File: src/rtl/lcd_scroll_sequencer.sv
// -----------------------------------------------------------------------------
// lcd_scroll_sequencer
//
// Produces the 16-character top row of the 16x2 LCD frame by rotating a
// stored message window one character per scroll tick. After each full
// rotation it pauses for HOLD_STEPS ticks. line_out feeds chars[255:128] of
// the LCD driver.
//
// Parameters:
//   MSG_LEN    message length in characters (>= 16)
//   TICK_DIV   clk cycles per scroll step (>= 2)
//   HOLD_STEPS ticks spent paused after a wrap (0 = no pause)
//
// Ports:
//   clk      system clock
//   rst      asynchronous, active-high reset
//   en       1 = scrolling allowed, 0 = freeze (block drops to IDLE)
//   dir      0 = scroll left (offset increments), 1 = scroll right
//   load     one-cycle strobe, captures msg_in and restarts at offset 0
//   msg_in   message, char 0 in the MSBs (string-literal order)
//   line_out registered 16-char window, char 0 in [127:120]
//   busy     1 whenever the FSM is not in IDLE
//   wrap     one-cycle pulse, coincident with the line_out update that wrapped
//
// Control semantics: load and en are level-sampled on every rising clk edge;
// there is no handshake. load takes priority over a scroll tick in the same
// cycle, and en=0 suppresses any tick.
//
// Optional build macro LCD_SCROLL_BOUNCE_EN: ping-pong scrolling. The offset
// moves between 0 and MSG_LEN-16 and reverses at each end instead of wrapping
// circularly; each reversal pulses wrap and enters the hold pause. dir is only
// sampled on load or when leaving IDLE.
//
// The FSM state is held in state_q (enum state_t) for checker binding.
// -----------------------------------------------------------------------------
module lcd_scroll_sequencer #(
  parameter int MSG_LEN    = 20,
  parameter int TICK_DIV   = 12_500_000,
  parameter int HOLD_STEPS = 4
) (
  input  logic                 clk,
  input  logic                 rst,
  input  logic                 en,
  input  logic                 dir,
  input  logic                 load,
  input  logic [8*MSG_LEN-1:0] msg_in,
  output logic [127:0]         line_out,
  output logic                 busy,
  output logic                 wrap
);

  localparam int OW = $clog2(MSG_LEN);
  localparam int IW = OW + 1;
  localparam int PW = (TICK_DIV > 1) ? $clog2(TICK_DIV) : 1;
  localparam int HW = (HOLD_STEPS > 1) ? $clog2(HOLD_STEPS) : 1;

  localparam logic [PW-1:0]        PRESC_LAST = PW'(TICK_DIV - 1);
  localparam logic [HW-1:0]        HOLD_LAST  = HW'((HOLD_STEPS > 0) ? HOLD_STEPS - 1 : 0);
  localparam logic [127:0]         BLANK_LINE = {16{8'h20}};
  localparam logic [8*MSG_LEN-1:0] BLANK_MSG  = {MSG_LEN{8'h20}};

  typedef enum logic [1:0] {
    ST_IDLE = 2'd0,
    ST_RUN  = 2'd1,
    ST_HOLD = 2'd2
  } state_t;

  state_t               state_q, state_d;
  logic [8*MSG_LEN-1:0] msg_q;
  logic [OW-1:0]        offset_q;
  logic [OW-1:0]        offset_step;
  logic [PW-1:0]        presc_q;
  logic [HW-1:0]        hold_q;
  logic                 tick;
  logic                 do_step;
  logic                 hold_done;
  logic                 step_wraps;

  // Window extraction: char j comes from message index (off + j) mod MSG_LEN.
  // The sum is formed one bit wider than the offset; since off + 15 is always
  // below 2*MSG_LEN a single conditional subtract is a full modulo.
  function automatic logic [127:0] window(input logic [8*MSG_LEN-1:0] m,
                                          input logic [OW-1:0]        off);
    logic [IW-1:0] idx;
    logic [127:0]  w;
    w = '0;
    for (int j = 0; j < 16; j++) begin
      idx = {1'b0, off} + IW'(j);
      if (idx >= IW'(MSG_LEN)) idx = idx - IW'(MSG_LEN);
      w[8*(15-j) +: 8] = m[8*(MSG_LEN-1-int'(idx)) +: 8];
    end
    return w;
  endfunction

  // Tick and step qualifiers shared by the FSM and the datapath.
  always_comb begin : p_tick
    tick      = (state_q != ST_IDLE) && (presc_q == PRESC_LAST);
    do_step   = tick && en && !load && (state_q == ST_RUN);
    hold_done = tick && en && !load && (state_q == ST_HOLD) && (hold_q == HOLD_LAST);
  end

`ifdef LCD_SCROLL_BOUNCE_EN
  localparam logic [OW-1:0] OFF_MAX = OW'(MSG_LEN - 16);

  logic dir_q;     // 0 = moving towards OFF_MAX, 1 = moving towards 0
  logic dir_step;  // direction flag after the pending step
  logic step_up;

  // Direction is corrected at an end before stepping, so a flag loaded from
  // dir that points off the range (e.g. dir=1 at offset 0) still steps inward.
  always_comb begin : p_step
    offset_step = offset_q;
    step_wraps  = 1'b0;
    dir_step    = dir_q;
    step_up     = 1'b0;
    if (MSG_LEN > 16) begin
      step_up = (!dir_q && (offset_q != OFF_MAX)) || (dir_q && (offset_q == '0));
      if (step_up) begin
        offset_step = offset_q + OW'(1);
        step_wraps  = (offset_step == OFF_MAX);
      end else begin
        offset_step = offset_q - OW'(1);
        step_wraps  = (offset_step == '0);
      end
      dir_step = step_wraps ? step_up : !step_up;
    end
  end

  always_ff @(posedge clk or posedge rst) begin : p_dir
    if (rst) begin
      dir_q <= 1'b0;
    end else if (load || ((state_q == ST_IDLE) && en)) begin
      dir_q <= dir;
    end else if (do_step) begin
      dir_q <= dir_step;
    end
  end
`else
  localparam logic [OW-1:0] OFF_LAST = OW'(MSG_LEN - 1);

  always_comb begin : p_step
    offset_step = offset_q;
    step_wraps  = 1'b0;
    if (dir) begin
      if (offset_q == '0) begin
        offset_step = OFF_LAST;
        step_wraps  = 1'b1;
      end else begin
        offset_step = offset_q - OW'(1);
      end
    end else begin
      if (offset_q == OFF_LAST) begin
        offset_step = '0;
        step_wraps  = 1'b1;
      end else begin
        offset_step = offset_q + OW'(1);
      end
    end
  end
`endif

  // FSM: state register.
  always_ff @(posedge clk or posedge rst) begin : p_state
    if (rst) state_q <= ST_IDLE;
    else     state_q <= state_d;
  end

  // FSM: next state. en=0 wins over everything, then load.
  always_comb begin : p_next
    state_d = state_q;
    if (!en) begin
      state_d = ST_IDLE;
    end else if (load) begin
      state_d = ST_RUN;
    end else begin
      case (state_q)
        ST_IDLE: state_d = ST_RUN;
        ST_RUN:  if (do_step && step_wraps && (HOLD_STEPS > 0)) state_d = ST_HOLD;
        ST_HOLD: if (hold_done) state_d = ST_RUN;
        default: state_d = ST_IDLE;
      endcase
    end
  end

  // FSM: outputs.
  always_comb begin : p_out
    busy = (state_q != ST_IDLE);
  end

  // Datapath. line_out is updated together with offset_q from the same next
  // offset value, so the window appears the cycle after the tick.
  always_ff @(posedge clk or posedge rst) begin : p_data
    if (rst) begin
      msg_q    <= BLANK_MSG;
      offset_q <= '0;
      presc_q  <= '0;
      hold_q   <= '0;
      line_out <= BLANK_LINE;
      wrap     <= 1'b0;
    end else begin
      wrap <= 1'b0;
      if (load) begin
        msg_q    <= msg_in;
        offset_q <= '0;
        presc_q  <= '0;
        hold_q   <= '0;
        line_out <= window(msg_in, '0);
      end else begin
        if ((state_q == ST_IDLE) || tick) presc_q <= '0;
        else                              presc_q <= presc_q + PW'(1);

        // Hold count lives only inside HOLD; it is zero on every HOLD entry.
        if ((state_q != ST_HOLD) || !en) hold_q <= '0;
        else if (tick)                   hold_q <= (hold_q == HOLD_LAST) ? '0 : hold_q + HW'(1);

        if (do_step) begin
          offset_q <= offset_step;
          line_out <= window(msg_q, offset_step);
          wrap     <= step_wraps;
        end
      end
    end
  end

endmodule
File: config.mk
export PLATFORM = sky130hd
export DESIGN_NAME = lcd_scroll_sequencer
export DESIGN_NICKNAME = d
export VERILOG_FILES = /design/src/rtl/lcd_scroll_sequencer.sv
export SDC_FILE = /design/constraint.sdc
export NUM_CORES = 1
export LEC_CHECK = 0
export ABC_AREA = 1
export BUFFER_PORTS_ARGS = -buffer_cell sky130_fd_sc_hd__buf_2
export CAP_MARGIN = 20
export CORE_ASPECT_RATIO = 0.8
export CORE_MARGIN = 8
export CORE_UTILIZATION = 30
export DETAILED_ROUTE_END_ITERATION = 6
export PLACE_DENSITY = 0.5
export SYNTH_ARGS = -nofsm -noshare
export SYNTH_HDL_FRONTEND = slang
export SYNTH_SLANG_ARGS = --single-unit
File: constraint.sdc
create_clock -name clk -period 20.2 [get_ports clk]
set_input_delay 3.03 -clock clk [delete_from_list [all_inputs] [get_ports clk]]
set_output_delay 3.03 -clock clk [all_outputs]
set_load 0.01 [all_outputs]
==> results of run 1 <==
layout by cell type, fill, tap and decap left out, drive strengths merged:
master    Yosys  final
dfrtp       286    286
o21bai        2      2
o21a         11     11
xnor2         5      5
bufinv        0      3
ha           66     66
dfstp        36     36
clkinvlp      0      1
mux2i         2      2
xor2         25     25
diode         0      3
o2111ai       1      1
nor4          3      3
a22oi         1      1
nor3b         1      1
nor2        179    179
a211oi        1      1
a21oi        62     62
nand3b       12     12
inv         543    548
nand4        44     44
clkbuf      105     64
and2          2      2
or2          13     13
o22ai         7      7
o21ai       492    492
o211ai       17     17
nand3       704    704
nor3         17     17
clkinv        3      7
a22o          1      1
fa            1      1
nand2      1754   1754
buf         110    348
registers in the layout (all words and copies together) (netlist names):
register	flops
hold_q	2
line_out	128
presc_q	24
msg_q	160
wrap	1
offset_q	5
state_q	2
worst max-delay path, delay by kind of cell:
kind | cells | cell delay (ns)
buf+inv | 6 | 1.53
simple gates | 13 | 2.04
fa+ha+maj | 3 | 1.59
stage by stage:
step / hold slack [ns] / total power, mW / setup WS, ns
floorplan: 0.433 / 1.26 / 8.32
CTS: 0.464 / 2.37 / 12.51
finish: 0.460 / 2.38 / 12.38
global route: 0.497 / 2.49 / 11.97
detailed placement: 0.457 / 1.59 / 11.87
global placement: 0.451 / 1.59 / 11.97
metal layers:
| metal | GRT usage | vias to the layer above | routed length, um |
|---|---|---|---|
| met5 | 0 | - | 0 |
| li1 | - | 14700 | - |
| met2 | 0.382 | 1457 | 57500 |
| met3 | 0.0624 | 154 | 13900 |
| met4 | 0.0625 | 0 | 3370 |
| met1 | 0.410 | 14700 | 68000 |
power groups by stage:
stage | logic [mW] | registers [mW] | clock network [mW]
6_report | 0.865 | 0.741 | 0.775
5_1_grt | 0.935 | 0.746 | 0.813
4_1_cts | 0.839 | 0.741 | 0.788
3_5_place_dp | 0.836 | 0.751 | 0
3_3_place_gp | 0.840 | 0.752 | 0
2_1_floorplan | 0.513 | 0.747 | 0
final timing paths:
| path | endpoint | cells past startpoint | slack (ns) |
|---|---|---|---|
| worst max register to register | line_out[11]$_DFFE_PP0P_ | 23 | 14.21 |
| worst min register to register | presc_q[0]$_DFF_PP0_ | 1 | 0.46 |
| max in group asynchronous | offset_q[1]$_DFFE_PP0P_ | 4 | 15.52 |
| min in group asynchronous | msg_q[26]$_DFFE_PP0P_ | 2 | 2.50 |
| worst max-delay path | line_out[11]$_DFFE_PP0P_ | 22 | 12.38 |
| worst min-delay path | presc_q[0]$_DFF_PP0_ | 1 | 0.46 |
cells by family (layout without fill, tap and decap cells):
kind of cell | after synthesis | count (layout)
other | 0 | 3
buffers and inverters | 761 | 971
adder cells (fa/ha/maj) | 67 | 67
multiplexers | 2 | 2
XOR/XNOR | 30 | 30
AND/OR/NAND/NOR | 2729 | 2729
flip-flops | 322 | 322
AO/OA/AOI/OAI | 595 | 595
layout make-up:
cell class	count	area, um2	share of cell area
Multi-Input combinational cell	3423	16100	0.519
Sequential cell	322	8100	0.261
Inverter	546	2060	0.0664
Timing Repair Buffer	350	1900	0.0612
Tap cell	1212	1520	0.0488
Clock buffer	62	1190	0.0385
Clock inverter	13	165	0.00532
Antenna cell	3	7.51	0.000242
==> impl_metrics.sql, run 1 <==
INSERT INTO impl_metrics (metric_group, metric, value, unit) VALUES
('grt', 'grt_pass1_wl', '203000', 'um'),
('clock_network', 'cts_num_sinks', '322', ''),
('routing', 'residual_drc_count', '0', ''),
('sta', 'timing.final.hold_violations', '0', ''),
('clock_network', 'clock_tree.buffer_depth', '3', ''),
('synth', 'number_of_flip_flops_and_latches_in_the_synthesized_netlist', '322', ''),
('routing', 'antenna_left', '0', ''),
('routing', 'detailedRoute.firstIterationViolations', '4070', ''),
('worst_setup_path', 'worst-endpoint-required', '20.69', 'ns'),
('synth', 'muxShareOfSynthArea', '0.000733', ''),
('min_path', 'worstHoldStart', 'presc_q[0]$_DFF_PP0_', ''),
('finish', 'layout.cells.non_filler', '5931', ''),
('floorplanning', 'design.portCount', '295', ''),
('clock_network', 'cts_tree', 'yes', ''),
('worst_setup_path', 'startpoint_type_of_the_worst_setup_path', 'input port', ''),
('sta', 'report.final.slew_viol_count', '0', ''),
('worst_setup_path', 'crit_path_cell_trace', 'buf_2 > or2_1 > nand2_4 > inv_2 > buf_4 > ha_1 > clkinv_1 > ha_1 > nand2_1 > nand3_2 > nand2_2 > nand2_2 > nand2_4 > inv_2 > ha_1 > clkinv_1 > nand2_1 > nor2_4 > nand2_1 > nand2_1 > nand2_1 > nand2_1', ''),
('clock_network', 'post_cts_hold_buffer_count', '0', ''),
('synth', 'synth_top_cells_by_count', 'sky130_fd_sc_hd__nand2_1, sky130_fd_sc_hd__nand3_1, sky130_fd_sc_hd__inv_1', ''),
('placement', 'placement.io_buffers', '294', ''),
('clock_network', 'clk_root_buffer_cell', 'sky130_fd_sc_hd__clkbuf_16', ''),
('synth', 'ys_top_cells_by_area', 'sky130_fd_sc_hd__dfrtp_1, sky130_fd_sc_hd__nand2_1, sky130_fd_sc_hd__nand3_1', ''),
('synth', 'synth_enable_flop_cells', '0', ''),
('sta', 'layout_worst_path_cycle_share', '0.387', ''),
('floorplanning', 'floorplan.rows', '99', ''),
('finish', 'fin_nets', '4916', ''),
('worst_setup_path', 'category_of_the_critical_setup_timing_path', 'in -> reg', ''),
('placement', 'placed_cell_count', '5851', ''),
('worst_setup_path', 'kind_of_end_point_of_the_critical_path', 'flop', ''),
('power_and_ir_drop', 'power_density', '76.6', 'nW/um2'),
('synth', 'synth_async_sr_flop_share', '1.00', ''),
('power_and_ir_drop', 'switching_share', '0.418', ''),
('worst_setup_path', 'slowest_cell_delay_on_critical_path', '0.76', 'ns'),
('synth', 'ys_types', '54', ''),
('outcome', 'outcome', 'completed', ''),
('synth', 'synthesis.area', '27300', 'um2'),
('sta', 'maxClockFrequency', '0.128', 'GHz'),
('synth', 'synth_xor_xnor_area_share', '0.0147', ''),
('sta', 'timing_worst_slew_pin_value', '1.29', 'ns'),
('sta', 'max-slew-margin-rel', '0.128', ''),
('synth', 'syn_area_per_cell', '6.06', 'um2'),
('placement', 'place.gp.congestion', '1.01', ''),
('synth', 'synth_compound_area_frac', '0.115', ''),
('sta', 'tns', '0', 'ns'),
('worst_setup_path', 'crit_path_start', 'dir', ''),
('power_and_ir_drop', 'clock_power_share', '0.326', ''),
('synth', 'synth-simple-area-share', '0.427', ''),
('worst_setup_path', 'crit_top_cell', 'sky130_fd_sc_hd__nand2_1', ''),
('finish', 'fraction_of_layout_instances_using_a_drive_strength_above_1', '0.127', ''),
('power_and_ir_drop', 'worst_ir_drop_vdd', '0.0000483', 'V'),
('power_and_ir_drop', 'power.switching', '0.994', 'mW'),
('power_and_ir_drop', 'p_seq_frac', '0.311', ''),
('power_and_ir_drop', 'leakage', '16.7', 'nW'),
('grt', 'grt_pass1_vias', '27900', ''),
('grt', 'maximum_number_of_pins_on_one_net_before_global_route_repair', '207', ''),
('routing', 'route.vias.total', '31000', ''),
('synth', 'ys.warnings.count', '0', ''),
('synth', 'syn_nets', '4738', ''),
('synth', 'yosys.area_share.adder', '0.0310', ''),
('floorplanning', 'die_w', '353', 'um'),
('sta', 'setup_viol_count_final', '0', ''),
('floorplanning', 'start_util', '0.301', ''),
('synth', 'post-synth-top-area-fraction', '0.262', ''),
('clock_network', 'cts.htree.levels', '2', ''),
('worst_setup_path', 'reg2reg_from', 'offset_q[0]$_DFFE_PP0P_', ''),
('synth', 'synth_most_common_cell', 'sky130_fd_sc_hd__nand2_1', ''),
('finish', 'finalCoreUtilization', '0.343', ''),
('placement', 'dpl_cell_area', '29700', 'um2'),
('synth', 'yosys.area.top_type', 'sky130_fd_sc_hd__dfrtp_1', ''),
('grt', 'track_usage', '0.270', ''),
('clock_network', 'tritoncts_buffers', '41', '');
(Power assumes the default switching activity.)
==> run 2, diff against run 1 <==
--- a/config.mk
+++ b/config.mk
@@ -12,7 +12,7 @@
 export CORE_MARGIN = 8
 export CORE_UTILIZATION = 30
 export DETAILED_ROUTE_END_ITERATION = 6
-export PLACE_DENSITY = 0.5
+export PLACE_DENSITY = 0.52
 export SYNTH_ARGS = -nofsm -noshare
 export SYNTH_HDL_FRONTEND = slang
 export SYNTH_SLANG_ARGS = --single-unit
==> constraint.sdc (replaced) <==
create_clock -name clk -period 7.1 [get_ports clk]
set_input_delay 1.065 -clock clk [delete_from_list [all_inputs] [get_ports clk]]
set_output_delay 1.065 -clock clk [all_outputs]
set_load 0.01 [all_outputs]
==> impl_metrics.sql, run 2 (synthesis results as in run 1) <==
INSERT INTO impl_metrics (metric_group, metric, value, unit) VALUES
('floorplanning', 'die_w', '353', 'um'),
('finish', 'largestRegisters', 'msg_q (160), line_out (128), presc_q (24)', ''),
('routing', 'route.final.wire_length', '138000', 'um'),
('clock_network', 'cts_resized', '0', ''),
('sta', 'layout_worst_path_cycle_share', '0.779', ''),
('power_and_ir_drop', 'worst_ir_drop_vdd', '0.000197', 'V'),
('worst_setup_path', 'worst-endpoint-required', '7.59', 'ns'),
('clock_network', 'clock_tree.buffer_depth', '3', ''),
('min_path', 'worstHoldStart', 'presc_q[0]$_DFF_PP0_', ''),
('grt', 'grt_pass1_vias', '27800', ''),
('sta', 'setup_viol_count_final', '0', ''),
('placement', 'placed_cell_count', '5844', ''),
('finish', 'finalCoreUtilization', '0.344', ''),
('clock_network', 'tritoncts_buffers', '41', ''),
('finish', 'layout.cells.most_common', 'sky130_fd_sc_hd__nand2_1', ''),
('routing', 'route.vias.total', '30800', ''),
('sta', 'fin_skew', '0.0196', 'ns'),
('clock_network', 'cts_num_sinks', '322', ''),
('finish', 'fraction_of_layout_instances_using_a_drive_strength_above_1', '0.128', ''),
('floorplanning', 'die_height', '286', 'um'),
('worst_setup_path', 'startpoint_type_of_the_worst_setup_path', 'flop', ''),
('grt', 'maximum_number_of_pins_on_one_net_before_global_route_repair', '176', ''),
('power_and_ir_drop', 'leakage', '16.7', 'nW'),
('routing', 'wl_per_cell', '23.4', 'um'),
('clock_network', 'post_cts_hold_buffer_count', '0', ''),
('grt', 'track_usage', '0.261', ''),
('floorplanning', 'floorplan.core_area', '90700', 'um2'),
('sta', 'maxClockFrequency', '0.181', 'GHz'),
('worst_setup_path', 'timing.critical_path.fanout_max', '19', ''),
('sta', 'worst_slack', '1.57', 'ns'),
('routing', 'antenna_left', '0', ''),
('sta', 'timing_worst_slew_pin_value', '1.32', 'ns'),
('floorplanning', 'start_util', '0.301', ''),
('clock_network', 'cts.reportedPaths.clkPinSlew', '0.06', 'ns'),
('min_path', 'min_delay_path_depth', '1', ''),
('clock_network', 'clk_root_buffer_cell', 'sky130_fd_sc_hd__clkbuf_16', ''),
('grt', 'grt_pass1_wl', '198000', 'um'),
('sta', 'rsz_0062_raised_after_global_routing', 'false', ''),
('clock_network', 'cts.htree.levels', '2', ''),
('worst_setup_path', 'kind_of_end_point_of_the_critical_path', 'flop', ''),
('clock_network', 'worst_skew_pair.late_latency', '0.60', 'ns'),
('finish', 'largest_register', 'msg_q', ''),
('placement', 'place_hpwl', '110000', 'um'),
('power_and_ir_drop', 'power_density', '220', 'nW/um2'),
('floorplanning', 'dieArea', '101000', 'um2'),
('placement', 'dp_slack', '1.17', 'ns'),
('sta', 'tns', '0', 'ns'),
('routing', 'via_per_inst', '5.19', ''),
('worst_setup_path', 'endpoint_of_the_worst_slack_reg_to_reg_timing_path', 'line_out[47]$_DFFE_PP0P_', ''),
('routing', 'detailedRoute.firstIterationViolations', '4000', ''),
('routing', 'detail_route.first_pass.iterations', '7', ''),
('floorplanning', 'design.portCount', '295', ''),
('run', 'max_cap_viol_count', '0', ''),
('placement', 'placement.io_buffers', '294', ''),
('sta', 'timing.final.hold_violations', '0', ''),
('finish', 'largest_register_ffs', '160', ''),
('finish', 'layout-area-overhead-vs-synth', '14.1', '%'),
('worst_setup_path', 'worst_r2r_path_depth', '22', ''),
('sta', 'report.final.slew_viol_count', '0', ''),
('clock_network', 'post-cts-setup-buffers', '0', ''),
('finish', 'most_frequent_cells_in_the_layout', 'sky130_fd_sc_hd__nand2_1, sky130_fd_sc_hd__nand3_1, sky130_fd_sc_hd__inv_1', ''),
('worst_setup_path', 'timing.critical_path.arrival', '6.01', 'ns'),
('power_and_ir_drop', 'total_power_after_layout', '6.86', 'mW'),
('finish', 'fin_nets', '4909', ''),
('sta', 'final_period_minus_worst_setup_slack', '5.53', 'ns'),
('worst_setup_path', 'reg2reg_from', 'offset_q[0]$_DFFE_PP0P_', ''),
('min_path', 'worstHoldPathType', 'reg -> reg', ''),
('outcome', 'failed_checks', 'DRC', ''),
('outcome', 'outcome', 'complete, but fails checks', ''),
('grt', 'number_of_antenna_violations_at_the_first_check_in_global_routing', '8', ''),
('worst_setup_path', 'category_of_the_critical_setup_timing_path', 'reg -> reg', ''),
('min_path', 'hold_path_end', 'presc_q[0]$_DFF_PP0_', ''),
('clock_network', 'cts_tree', 'yes', ''),
('grt', 'grt-ovfl-total', '0', ''),
('worst_setup_path', 'reg2reg_slack', '1.57', 'ns'),
('floorplanning', 'floorplan.rows', '99', ''),
('sta', 'max-slew-margin-rel', '0.109', ''),
('routing', 'residual_drc_count', '2', ''),
('placement', 'place.gp.congestion', '1.03', ''),
('finish', 'layout.cells.non_filler', '5923', '');
==> run 2: cell count changes in the layout (fill, tap and decap cells not counted), moves of 3 or more <==
cell,change
sky130_fd_sc_hd__clkbuf_1,-8
sky130_fd_sc_hd__clkbuf_8,+4
sky130_fd_sc_hd__buf_2,-5
sky130_fd_sc_hd__buf_4,-8
sky130_fd_sc_hd__bufinv_16,+3
sky130_fd_sc_hd__clkinvlp_4,+3
sky130_fd_sc_hd__buf_12,+3
==> run 2: worst max path at each step <==
stage	from	endpoint	cells past startpoint
floorplan	rst	hold_q[0]$_DFFE_PP0P_	1
global placement	dir	line_out[14]$_DFFE_PP0P_	24
detailed placement	dir	line_out[47]$_DFFE_PP0P_	23
CTS	offset_q[0]$_DFFE_PP0P_	line_out[14]$_DFFE_PP0P_	23
global route	offset_q[0]$_DFFE_PP0P_	line_out[41]$_DFFE_PP0P_	22
finish	offset_q[0]$_DFFE_PP0P_	line_out[47]$_DFFE_PP0P_	22
==> run 2: power by group <==
part           leakage, nW  internal (mW)  total, mW  switching, mW
sequential            3.92           2.00       2.10          0.105
combinational         12.1          0.669       2.41           1.75
clock                0.722           1.42       2.35          0.929
==> run 2: metrics by stage <==
| stage | hold slack, ns | instance area (um2) |
|---|---|---|
| after floorplan | 0.433 | 27300 |
| after global placement | 0.454 | 29700 |
| after detailed placement | 0.459 | 29700 |
| after CTS | 0.467 | 31200 |
| after global routing | 0.496 | 31200 |
| final | 0.466 | 31200 |
==> run 2: area by class of cell <==
cell class | instances | area (um2)
repair buffers | 343 | 1910
flip-flops and latches | 322 | 8100
clock buffers | 58 | 1220
clock inverters | 17 | 258
multi-input cells | 3423 | 16100
fillers | 10200 | 59500
diodes | 2 | 5.00
well taps | 1212 | 1520
inverters | 546 | 2060
==> run 2: worst max-delay path, stage by stage, from the launching register on <==
cell and delay [ns]:
sky130_fd_sc_hd__dfrtp_1 0.41, sky130_fd_sc_hd__inv_1 0.15, sky130_fd_sc_hd__ha_1 0.25, sky130_fd_sc_hd__xor2_1 0.19
sky130_fd_sc_hd__nand3_2 0.11, sky130_fd_sc_hd__nand2_4 0.33, sky130_fd_sc_hd__inv_2 0.24, sky130_fd_sc_hd__ha_1 0.68
sky130_fd_sc_hd__clkinv_1 0.48, sky130_fd_sc_hd__ha_1 0.33, sky130_fd_sc_hd__nand2_1 0.06, sky130_fd_sc_hd__nand2_1 0.06
sky130_fd_sc_hd__nand3_2 0.12, sky130_fd_sc_hd__nand3_2 0.31, sky130_fd_sc_hd__nand2_4 0.25, sky130_fd_sc_hd__clkinv_2 0.18
sky130_fd_sc_hd__ha_1 0.45, sky130_fd_sc_hd__inv_1 0.41, sky130_fd_sc_hd__nand3_1 0.13, sky130_fd_sc_hd__nand3_1 0.09
sky130_fd_sc_hd__nand2_1 0.06, sky130_fd_sc_hd__nand2_1 0.06, sky130_fd_sc_hd__nand2_1 0.05
==> run 2: metal layers <==
layer	track usage	up-vias	wire length, um
met1	0.391	14400	65000
met5	0	-	27
met3	0.0667	179	14200
li1	-	14700	-
met4	0.0804	4	4560
met2	0.362	1408	54600
